## src/rtl/ex_branch_resolve_if.sv

```systemverilog
// EX-stage control bundle between the ID/EX register, the branch resolver and the fetch PC mux.
// Optional BRANCH_STATS_EN adds the branch statistics counters.
interface ex_branch_resolve_if #(
    parameter int DATA_W = 16
);
    // Handshake: an EX slot is consumed on a rising edge where ex_valid=1 and stall=0;
    // stall acts as the inverse of ready and freezes the slot in place.
    logic              stall;
    logic              ex_valid;
    logic [3:0]        ex_cond;
    logic              ex_cc_we;
    logic              ex_jmp;
    logic              ex_bxx;
    logic              ex_halt;
    logic [DATA_W-1:0] alu_result;
    logic [3:0]        alu_flags;
    logic              pc_load;
    logic [DATA_W-1:0] pc_target;
    logic              flush_front;
    logic [3:0]        cc_flags;
    logic              ex_squash;
    logic              halted;
    logic [1:0]        dbg_state;
`ifdef BRANCH_STATS_EN
    logic [15:0]       br_taken_cnt;
    logic [15:0]       br_nt_cnt;
`endif

    modport master (
        output stall, ex_valid, ex_cond, ex_cc_we, ex_jmp, ex_bxx, ex_halt,
               alu_result, alu_flags,
        input  pc_load, pc_target, flush_front, cc_flags, ex_squash, halted, dbg_state
`ifdef BRANCH_STATS_EN
        , input br_taken_cnt, br_nt_cnt
`endif
    );

    modport slave (
        input  stall, ex_valid, ex_cond, ex_cc_we, ex_jmp, ex_bxx, ex_halt,
               alu_result, alu_flags,
        output pc_load, pc_target, flush_front, cc_flags, ex_squash, halted, dbg_state
`ifdef BRANCH_STATS_EN
        , output br_taken_cnt, br_nt_cnt
`endif
    );
endinterface

```

## src/rtl/ex_branch_resolve.sv

```systemverilog
// Execute-stage branch resolver: NZCV register, condition evaluation, registered redirect,
// wrong-path squash and halt latch. Define BRANCH_STATS_EN for taken/not-taken counters.
module ex_branch_resolve #(
    parameter int DATA_W       = 16,
    parameter int FLUSH_CYCLES = 2
) (
    input logic               clk,
    input logic               rst,
    ex_branch_resolve_if.slave bus
);
    localparam int CNT_W = (FLUSH_CYCLES < 2) ? 1 : $clog2(FLUSH_CYCLES + 1);

    typedef enum logic [1:0] {
        ST_RUN   = 2'd0,
        ST_FLUSH = 2'd1,
        ST_HALT  = 2'd2
    } state_t;

    state_t            state;
    logic [CNT_W-1:0]  flush_cnt;
    logic [3:0]        cc_q;
    logic              pc_load_q;
    logic [DATA_W-1:0] pc_target_q;
    logic              halted_q;
    logic              act;
    logic              cond_ok;
    logic              taken;

    function automatic logic cond_true(input logic [3:0] cond, input logic [3:0] nzcv);
        logic n, z, c, v;
        {n, z, c, v} = nzcv;
        case (cond)
            4'd0:    cond_true = 1'b1;
            4'd1:    cond_true = z;
            4'd2:    cond_true = !z;
            4'd3:    cond_true = c;
            4'd4:    cond_true = !c;
            4'd5:    cond_true = n;
            4'd6:    cond_true = !n;
            4'd7:    cond_true = v;
            4'd8:    cond_true = !v;
            4'd9:    cond_true = c & !z;
            4'd10:   cond_true = !c | z;
            4'd11:   cond_true = (n == v);
            4'd12:   cond_true = (n != v);
            4'd13:   cond_true = !z & (n == v);
            4'd14:   cond_true = z | (n != v);
            default: cond_true = 1'b0;
        endcase
    endfunction

    // Branches compare against the registered flags, so a same-slot CC write is never seen.
    assign act     = (state == ST_RUN) & bus.ex_valid & !bus.stall;
    assign cond_ok = cond_true(bus.ex_cond, cc_q);
    assign taken   = act & (bus.ex_jmp | (bus.ex_bxx & cond_ok));

    always_ff @(posedge clk) begin
        if (rst) begin
            state       <= ST_RUN;
            flush_cnt   <= '0;
            cc_q        <= 4'b0000;
            pc_load_q   <= 1'b0;
            pc_target_q <= '0;
            halted_q    <= 1'b0;
        end else begin
            pc_load_q <= 1'b0;
            if (!bus.stall) begin
                case (state)
                    ST_RUN: begin
                        if (bus.ex_valid) begin
                            if (bus.ex_cc_we) cc_q <= bus.alu_flags;
                            if (bus.ex_halt) begin
                                state    <= ST_HALT;
                                halted_q <= 1'b1;
                            end else if (taken) begin
                                state       <= ST_FLUSH;
                                flush_cnt   <= CNT_W'(FLUSH_CYCLES);
                                pc_load_q   <= 1'b1;
                                pc_target_q <= bus.alu_result;
                            end
                        end
                    end
                    ST_FLUSH: begin
                        flush_cnt <= flush_cnt - 1'b1;
                        if (flush_cnt == CNT_W'(1)) state <= ST_RUN;
                    end
                    default: state <= ST_HALT;
                endcase
            end
        end
    end

    assign bus.pc_load     = pc_load_q;
    assign bus.flush_front = pc_load_q;
    assign bus.pc_target   = pc_target_q;
    assign bus.cc_flags    = cc_q;
    assign bus.halted      = halted_q;
    assign bus.dbg_state   = state;
    assign bus.ex_squash   = (state != ST_RUN) & bus.ex_valid;

`ifdef BRANCH_STATS_EN
    logic [15:0] taken_cnt_q;
    logic [15:0] nt_cnt_q;

    always_ff @(posedge clk) begin
        if (rst) begin
            taken_cnt_q <= '0;
            nt_cnt_q    <= '0;
        end else begin
            if (taken & bus.ex_bxx & (taken_cnt_q != 16'hFFFF)) taken_cnt_q <= taken_cnt_q + 1'b1;
            if (act & bus.ex_bxx & !taken & (nt_cnt_q != 16'hFFFF)) nt_cnt_q <= nt_cnt_q + 1'b1;
        end
    end

    assign bus.br_taken_cnt = taken_cnt_q;
    assign bus.br_nt_cnt    = nt_cnt_q;
`endif
endmodule

```

## src/flat_wrapper.sv

```systemverilog
// flat-port wrapper written by rule: the top's interface ports become plain ports
module ex_branch_resolve_flat 
#(
    parameter int DATA_W       = 16,
    parameter int FLUSH_CYCLES = 2
)
  (clk, rst, bus_stall, bus_ex_valid, bus_ex_cond, bus_ex_cc_we, bus_ex_jmp, bus_ex_bxx, bus_ex_halt, bus_alu_result, bus_alu_flags, bus_pc_load, bus_pc_target, bus_flush_front, bus_cc_flags, bus_ex_squash, bus_halted, bus_dbg_state);
  ex_branch_resolve_if #(.DATA_W(DATA_W)) bus_i ();
  input logic clk;
  input logic rst;
  input wire logic [$bits(bus_i.stall)-1:0] bus_stall;
  input wire logic [$bits(bus_i.ex_valid)-1:0] bus_ex_valid;
  input wire logic [$bits(bus_i.ex_cond)-1:0] bus_ex_cond;
  input wire logic [$bits(bus_i.ex_cc_we)-1:0] bus_ex_cc_we;
  input wire logic [$bits(bus_i.ex_jmp)-1:0] bus_ex_jmp;
  input wire logic [$bits(bus_i.ex_bxx)-1:0] bus_ex_bxx;
  input wire logic [$bits(bus_i.ex_halt)-1:0] bus_ex_halt;
  input wire logic [$bits(bus_i.alu_result)-1:0] bus_alu_result;
  input wire logic [$bits(bus_i.alu_flags)-1:0] bus_alu_flags;
  output wire logic [$bits(bus_i.pc_load)-1:0] bus_pc_load;
  output wire logic [$bits(bus_i.pc_target)-1:0] bus_pc_target;
  output wire logic [$bits(bus_i.flush_front)-1:0] bus_flush_front;
  output wire logic [$bits(bus_i.cc_flags)-1:0] bus_cc_flags;
  output wire logic [$bits(bus_i.ex_squash)-1:0] bus_ex_squash;
  output wire logic [$bits(bus_i.halted)-1:0] bus_halted;
  output wire logic [$bits(bus_i.dbg_state)-1:0] bus_dbg_state;
  assign bus_i.stall = bus_stall;
  assign bus_i.ex_valid = bus_ex_valid;
  assign bus_i.ex_cond = bus_ex_cond;
  assign bus_i.ex_cc_we = bus_ex_cc_we;
  assign bus_i.ex_jmp = bus_ex_jmp;
  assign bus_i.ex_bxx = bus_ex_bxx;
  assign bus_i.ex_halt = bus_ex_halt;
  assign bus_i.alu_result = bus_alu_result;
  assign bus_i.alu_flags = bus_alu_flags;
  assign bus_pc_load = bus_i.pc_load;
  assign bus_pc_target = bus_i.pc_target;
  assign bus_flush_front = bus_i.flush_front;
  assign bus_cc_flags = bus_i.cc_flags;
  assign bus_ex_squash = bus_i.ex_squash;
  assign bus_halted = bus_i.halted;
  assign bus_dbg_state = bus_i.dbg_state;
  ex_branch_resolve #(.DATA_W(DATA_W), .FLUSH_CYCLES(FLUSH_CYCLES)) u_core (.clk(clk), .rst(rst), .bus(bus_i));
endmodule
```

## config.mk

```make
export PLATFORM = sky130hd
export DESIGN_NAME = ex_branch_resolve_flat
export DESIGN_NICKNAME = d
export VERILOG_FILES = /design/src/rtl/ex_branch_resolve_if.sv /design/src/rtl/ex_branch_resolve.sv /design/src/flat_wrapper.sv
export SDC_FILE = /design/constraint.sdc
export NUM_CORES = 1
export LEC_CHECK = 0
export BUFFER_PORTS_ARGS = -buffer_cell sky130_fd_sc_hd__buf_2
export CORE_ASPECT_RATIO = 1.75
export CORE_UTILIZATION = 45
export DETAILED_ROUTE_END_ITERATION = 7
export PLACE_DENSITY = 0.8
export SLEW_MARGIN = 20
export SYNTH_ARGS = -nofsm -noshare
export SYNTH_HDL_FRONTEND = slang
export SYNTH_SLANG_ARGS = --single-unit
```

## constraint.sdc

```tcl
create_clock -name clk -period 2.7 [get_ports clk]
set_input_delay 0.675 -clock clk [delete_from_list [all_inputs] [get_ports clk]]
set_output_delay 0.675 -clock clk [all_outputs]
set_load 0.1 [all_outputs]
```

# [Word level (Yosys, flattened, before mapping)]
# Index checks and enable logic that the tools add are counted.
[totals] register_bits=26 inputBits=32 out_inout_bits=26
[classes] add_sub_neg=1 n_eq_ne=23 mux=11 n_bitwise=14 reduce_logical=15
[ops] cell="$eq 4x4->1 const B" n=7
[ops] cell="$eq 4x3->1 const B" n=4
[ops] cell="$pmux 1 s15" n=1
[ops] cell="$mux 2" n=7
[ops] cell="$reduce_and 4->1" n=3
[ops] cell="$reduce_and 5->1" n=2
[ops] cell="$eq 4x2->1 const B" n=2
[ops] cell="$pmux 2 s2" n=2
[ops] cell="$and 1x1->1" n=7
[ops] cell="$logic_not 1->1" n=5
[ops] cell="$reduce_or 5->1" n=1
[ops] cell="$eq 2x1->1 const B" n=2
[ops] cell="$eq 4x1->1 const B" n=1
[ops] cell="$logic_not 4->1" n=1
[ops] cell="$ne 2x1->1 const B" n=2
[ops] cell="$ne 2x2->1 const B" n=2
[ops] cell="$not 1->1" n=4
[ops] cell="$reduce_bool 2->1" n=2
[ops] cell="$ne 3x2->1 const B" n=1
[ops] cell="$or 1x1->1" n=3
[ops] cell="$logic_not 2->1" n=1
[ops] cell="$sub 2x1->2 const B" n=1
[ops] cell="$eq 1x1->1" n=1
[ops] cell="$mux 1" n=1
[ops] cell="$ne 1x1->1" n=1

# [Logic depth before layout (Yosys ltp)]
# Gate-level depths: netlist of the first run.
[depth] word_depth=10 mapped_depth=9 mapped_depth_nobuf=6

# [Worst setup path before layout of the first run]
# Ideal clock, no wire load.
[synth_path] path_type="flip-flop to flip-flop" from="register u_core.cc_q[2], in the netlist u_core.bus.cc_flags[2]" to="register u_core.pc_target_q[0], in the netlist u_core.bus.pc_target[0]" setup_ps=118 arrival_time_ps=2664 required_time_ps=2582 path_slack_ps=-81 path_stages_with_launch=9 path_buffers=2 synth_period_minus_slack_ps=2781 cell_sequence="dfxtp_1 -> mux2_1 -> a21oi_1 -> o221ai_1 -> a221o_2 -> and3b_1 -> buf_6 -> buf_8 -> a22o_1"
[synth_between] elab_chain_cells=7 word_cells_on_any_way=10 cone_classes="mux (1); bitwise (7); reduce/logical (2)"
[synth_lines] element="start, declared" line="ex_branch_resolve.sv:21" rtl="logic [3:0] cc_q;"
[synth_lines] element="start signal, assigned" line="ex_branch_resolve.sv:71" rtl="if (bus.ex_cc_we) cc_q <= bus.alu_flags;"
[synth_lines] element="$logic_not 1->1" line="ex_branch_resolve.sv:35, ex_branch_resolve.sv:42, ex_branch_resolve.sv:46"
[synth_lines] element="$and 1x1->1, on equally long branches" line="ex_branch_resolve.sv:46, ex_branch_resolve.sv:42"
[synth_lines] element="$pmux 1 s15 *" line="ex_branch_resolve.sv:32" rtl="case (cond)"
[synth_lines] element="$and 1x1->1 *" line="ex_branch_resolve.sv:55" rtl="assign taken = act & (bus.ex_jmp | (bus.ex_bxx & cond_ok));"
[synth_lines] element="$or 1x1->1 *" line="ex_branch_resolve.sv:55"
[synth_lines] element="$and 1x1->1 *" line="ex_branch_resolve.sv:55"
[synth_lines] element="$reduce_and 5->1 (no source line) *"
[synth_lines] element="end signal, assigned" line="ex_branch_resolve.sv:79" rtl="pc_target_q <= bus.alu_result;"
[synth_lines] element="end, declared" line="ex_branch_resolve.sv:23" rtl="logic [DATA_W-1:0] pc_target_q;"
# Every way passes the cells marked *; elsewhere a longest branch is shown, timed or not.
# A chain may end at the register's enable or synchronous reset.

# [Worst setup path in the final report of the first run]
[layout_path] from="input bus_ex_cond[1]" to="register u_core.pc_target_q[8], in the netlist u_core.bus.pc_target[8]"
[layout_between] elab_chain_cells=6 word_cells_on_any_way=20 cone_classes="eq/ne (14); mux (1); bitwise (3); reduce/logical (2)"
[layout_lines] element="start, declared" line="flat_wrapper.sv:13" rtl="input wire logic [$bits(bus_i.ex_cond)-1:0] bus_ex_cond;"
[layout_lines] element="$eq 4x4->1, or another cell as far along" line="ex_branch_resolve.sv:32"
[layout_lines] element="$pmux 1 s15 *" line="ex_branch_resolve.sv:32"
[layout_lines] element="$and 1x1->1 *" line="ex_branch_resolve.sv:55"
[layout_lines] element="$or 1x1->1 *" line="ex_branch_resolve.sv:55"
[layout_lines] element="$and 1x1->1 *" line="ex_branch_resolve.sv:55"
[layout_lines] element="$reduce_and 5->1 (no source line) *"
# Marked as above.

==> flow_summary.json, run 1 <==
{
  "p_per_area_mw_per_mm2": 570,
  "status": "completed",
  "syn_nets": 149,
  "met1_length_mm": 1.06,
  "die_h_um": 69.7,
  "hold_buffers": 0,
  "max_freq_mhz": 408,
  "synth_cells": 116,
  "syn-mean-instance-area_sq_um": 10.2,
  "htree_levels": 1,
  "cp-start-kind": "primary input",
  "routabilityCongestion": 0.710,
  "core-area_sq_mm": 0.00249,
  "numCtsBuffers": 3,
  "critPathSlowestCell": "and3b_1",
  "fin_ws_ns": 0.248,
  "final_nets": 205,
  "portBuffers": 57,
  "synth_seq_cells": 26,
  "synth_edf_count": 0,
  "power_mw": 0.850,
  "clkSlewWorstSetupHoldPaths_ns": 0.08,
  "place_inst": 193,
  "yosys-top-cells-area": "dfxtp_1, a22o_1, a22o_2, a21oi_1, nand2_1",
  "hold_viol": 0,
  "synth_top_area_cell": "dfxtp_1",
  "path_depth": 7,
  "syn_to_final_growth_pct": 26.6,
  "fp.dieArea_sq_mm": 0.00284,
  "grt_start_max_net_pins": 18,
  "postCtsSetupRepairBufs": 0,
  "hp-class": "reg2reg",
  "finalSetupViolations": 0,
  "cp.arrival_ns": 2.67,
  "max_stage_delay_ns": 0.57,
  "drc": 0,
  "initialDrtViolationCount": 27,
  "relSlewSlack": 0.600,
  "leakagePower_nw": 0.719,
  "cts_resized": 0,
  "drv_slew": 0,
  "min_period_ns": 2.45,
  "grt_pass1_wl_mm": 4.15,
  "final_common_cell": "buf_2",
  "grt_pass1_vias": 1045,
  "drive_gt1_frac": 0.433,
  "synth_seq_area_share": 0.442,
  "cp_top_family": "simple AND/OR/NAND/NOR gates",
  "syn_area_sq_mm": 0.00118,
  "cap_violations": 0,
  "root_buffer": "clkbuf_8",
  "dp_slack_ns": -0.00267,
  "worst-path-max-fanout": 17,
  "ys.flop_type": "dfxtp_1",
  "top_layer_used": "met4",
  "die-width_um": 40.7,
  "yosysWarningCount": 0,
  "cts.sinks": 26,
  "final_cells": 197,
  "initial_core_util": 0.473,
  "skew_ns": 0.00212,
  "final_cell_mix": "buf_2, dfxtp_1, a22o_1, nand2_1, a21oi_1",
  "io_pins": 58,
  "endpoint_kind": "register",
  "antenna_found_initial": 0,
  "ys_types": 38,
  "worstReg2RegStart": "u_core.bus.cc_flags[3]",
  "critPathKind": "in2reg",
  "grt_overflow_total": 0,
  "ant_nets": 0,
  "path_cells": "buf_2 -> or4b_1 -> o2111ai_1 -> o311a_1 -> a221o_2 -> and3b_1 -> a22o_2",
  "hp-start": "u_core.bus.halted",
  "max_slew.worst_pin.slew_ns": 0.600,
  "hold_ws_ns": 0.474,
  "worstHoldPathCells": 2,
  "antennaDiodeCount": 0,
  "clk_latency_ns": 0.27,
  "synth_top_area_share": 0.442,
  "firstDrtPassIters": 4,
  "num_vias": 1119,
  "ir_drop_uv": 483,
  "wl_per_cell_um": 13.8,
  "required_ns": 2.92,
  "wl_met3_um": 147,
  "worstRegToRegCells": 6,
  "cp-startpoint": "bus_ex_cond[1]",
  "cp_num_buf_inv": 1,
  "drt-vias-per-instance": 5.68,
  "period_share": 0.908,
  "num_rows": 24,
  "wl_met2_mm": 1.48,
  "cts_tree": "done",
  "cts_buffer_depth": 2,
  "async_flop_share": 0,
  "post-dp-hpwl_mm": 2.11,
  "rsz0062_at_grt": "no",
  "grt_usage": 0.204,
  "wirelength_mm": 2.72,
  "finish.utilization": 0.599
}
==> worst reg2reg max path, stage by stage, from the launching register on <==
cell,delay [ns]
dfxtp_1,0.40
or4b_1,0.55
o2111ai_1,0.11
o311a_1,0.18
a221o_2,0.21
and3b_1,0.57
a22o_2,0.24
==> power by group <==
group | total (mW) | switching (mW) | internal (mW)
Combinational | 0.196 | 0.142 | 0.0535
Sequential | 0.409 | 0.0121 | 0.396
Clock | 0.246 | 0.116 | 0.130
Total | 0.850 | 0.270 | 0.580
==> worst paths after layout <==
path / end / slack [ns]
setup reg to reg: u_core.bus.pc_target[8] / 0.39
hold / removal: u_core.bus.halted / 0.47
setup / recovery: u_core.bus.pc_target[8] / 0.25
hold reg to reg: u_core.bus.halted / 0.47
==> cells by family after synthesis <==
kind of cell / after synthesis / share of synthesized area
AOI/OAI and AO/OA: 40 / 0.273
xor gates and xnor gates: 2 / 0.0149
adders and majority gates: 1 / 0.0106
buffers and inverters: 12 / 0.0732
DFF: 26 / 0.442
muxes: 4 / 0.0393
and+or+nand+nor: 31 / 0.148
==> synthesized netlist by cell type (all sizes together), types with 2 or more instances <==
library cell,n
mux2,2
nor2b,2
a211oi,2
mux2i,2
a22o,16
inv,5
a21oi,10
buf,6
nand2,9
a31oi,2
dfxtp,26
o21ai,2
nor3,2
nor2,5
and3b,2
nand3,5
o21a,2
==> registers in the layout, summed over array words and instances (netlist names) <==
signal	cells
u_core.bus.cc_flags	4
u_core.bus.dbg_state	2
u_core.bus.flush_front	1
u_core.bus.halted	1
u_core.bus.pc_target	16
u_core.flush_cnt	2
==> per-layer routing <==
metal	vias to the layer above	GRT usage
li1	543	-
met4	0	0.0778
met3	4	0.0288
met2	48	0.377
met5	-	0
met1	524	0.202
==> per-stage QoR <==
stage	cell area (sq um)	TNS (ns)
4_1_cts	1490	0
5_1_grt	1490	0
3_3_place_gp	1440	0
6_report	1490	0
2_1_floorplan	1180	0
3_5_place_dp	1440	-0.00428
==> layout make-up <==
cell class              count  area (sq um)
clock buffers               4          55.1
fillers                   227          1000
inverters                   5          18.8
multi-input cells          78           572
flip-flops and latches     26           522
well taps                  26          32.5
repair buffers             58           293
No activity file was read; power rests on OpenSTA's default activity.
==> run 2, diff against run 1 <==
Clock period 2.7 ns to 2.44 ns, I/O delays scaled along.
==> flow_summary.json, run 2 (synthesis results as in run 1) <==
{
  "drt-vias-per-instance": 5.48,
  "hp-class": "reg2reg",
  "reg2reg_to": "u_core.bus.pc_target[12]",
  "cts_buffer_depth": 2,
  "largest_reg_flops": 16,
  "wirelength_mm": 2.75,
  "hold_viol": 0,
  "max_slew.worst_pin.slew_ns": 0.491,
  "worstRegToRegCells": 6,
  "postCtsSetupRepairBufs": 0,
  "root_buffer": "clkbuf_8",
  "hold_ws_ns": 0.486,
  "cts_tree": "done",
  "num_vias": 1101,
  "antennaDiodeCount": 0,
  "clk_latency_ns": 0.28,
  "clkSlewWorstSetupHoldPaths_ns": 0.09,
  "max_stage_delay_ns": 0.43,
  "holdPathEnd": "u_core.bus.pc_target[14]",
  "die_h_um": 69.7,
  "die-width_um": 40.7,
  "firstDrtPassIters": 3,
  "grt_start_max_net_pins": 18,
  "antenna_found_initial": 0,
  "htree_levels": 1,
  "place_area_sq_mm": 0.00147,
  "worstHoldPathCells": 1,
  "worstReg2RegStart": "u_core.bus.cc_flags[2]",
  "skew_ns": 0.00212,
  "rrSetupSlack_ns": 0.33,
  "ir_drop_uv": 422,
  "final_nets": 209,
  "cp_num_buf_inv": 1,
  "grt_overflow_total": 0,
  "hp-start": "u_core.bus.pc_target[14]",
  "num_rows": 24,
  "drive_gt1_frac": 0.474,
  "numCtsBuffers": 3,
  "fill_cells": 227,
  "min_period_ns": 2.21,
  "leakagePower_nw": 0.747,
  "cp-start-kind": "primary input",
  "routabilityCongestion": 0.751,
  "max_freq_mhz": 451,
  "ant_nets": 0,
  "required_ns": 2.62,
  "final_design_area_no_fill_sq_mm": 0.00155,
  "cp.arrival_ns": 2.39,
  "grt_pass1_wl_mm": 4.32,
  "power_mw": 1.03,
  "relSlewSlack": 0.675,
  "post-dp-hpwl_mm": 2.14,
  "dp_slack_ns": -0.140,
  "critPathSlowestCell": "a221o_2",
  "drc": 0,
  "portBuffers": 57,
  "cts.sinks": 26,
  "cap_violations": 0,
  "finalSetupViolations": 0,
  "core-area_sq_mm": 0.00249,
  "io_pins": 58,
  "fp.dieArea_sq_mm": 0.00284,
  "drv_slew": 0,
  "grt_pass1_vias": 1023,
  "status": "completed",
  "grt_usage": 0.220,
  "rsz0062_at_grt": "no",
  "endpoint_kind": "register",
  "critPathKind": "in2reg",
  "p_per_area_mw_per_mm2": 668,
  "period_share": 0.908,
  "seqCellArea_sq_um": 526,
  "initialDrtViolationCount": 41,
  "cp_top_family": "compound AO/OA/AOI/OAI gates",
  "syn_to_final_growth_pct": 31.1,
  "final_cell_mix": "buf_2, dfxtp_1, a22o_1, nand2_1, a21oi_1",
  "path_cells": "buf_2 -> mux2_4 -> a31oi_1 -> o221ai_1 -> a221o_2 -> and3b_2 -> a22o_2",
  "final_cells": 201,
  "place_inst": 197,
  "multi_input_area_sq_um": 574,
  "final_common_cell": "buf_2",
  "fin_ws_ns": 0.225,
  "wl_per_cell_um": 13.7,
  "initial_core_util": 0.473,
  "worst-path-max-fanout": 17
}
-- run 2: cell types whose count changed in the layout (fill, tap and decap cells not counted), sizes merged --
cell | previous run | this run
buf | 58 | 62
bufinv | 0 | 1
clkbuf | 4 | 3
-- run 2: routing by layer --
layer  vias to the layer above  global-route usage  part of all wire
met4                         0               0.111             0.023
met2                        45               0.386              0.54
met1                       502               0.221              0.39
li1                        549                   -                 -
met5                         -                   0                 0
met3                         5              0.0385             0.053
-- run 2: layout make-up --
type                            count  share of cell area
Tap cell                           26              0.0211
Sequential cell                    26               0.340
Inverter                            5              0.0121
Multi-Input combinational cell     78               0.372
Clock buffer                        3              0.0267
Clock inverter                      1              0.0194
Timing Repair Buffer               62               0.209
-- run 2: worst max-delay path by stage --
stage / startpoint / endpoint / slack, ns / depth (start not counted)
after floorplan: u_core.bus.cc_flags[2] / u_core.bus.pc_target[0] / 0.004 / 8
after global placement: bus_ex_cond[1] / u_core.bus.pc_target[8] / -0.07 / 7
after detailed placement: bus_ex_cond[1] / u_core.bus.pc_target[9] / -0.14 / 7
after CTS: bus_ex_cond[1] / u_core.bus.pc_target[4] / 0.15 / 7
after global routing: bus_ex_cond[1] / u_core.bus.pc_target[12] / 0.16 / 7
final: bus_ex_cond[1] / u_core.bus.pc_target[12] / 0.23 / 7
-- run 2: where the power goes --
group	switching, mW	internal [mW]
registers	0.0132	0.439
logic	0.159	0.0642
clock network	0.136	0.220
-- run 2: worst register-to-register path, cell delays in order, from the launching register on --
cell and delay, ns:
dfxtp_2 0.40, mux2_1 0.33, a21oi_1 0.14, o221ai_1 0.14, a221o_2 0.43, and3b_2 0.34
a22o_2 0.24
-- run 2: through the flow --
step / setup TNS (ns) / util
2_1_floorplan: 0 / -
3_3_place_gp: -0.930 / 0.591
3_5_place_dp: -2.09 / 0.591
4_1_cts: 0 / 0.619
5_1_grt: 0 / 0.620
6_report: 0 / 0.620
-- run 2: repair_timing --
item / CTS / global route
endpoints found under the hold margin: 0 / 0
hold buffers: 0 / 0
setup endpoints to repair: 0 / 1
resized for setup: 0 / 1
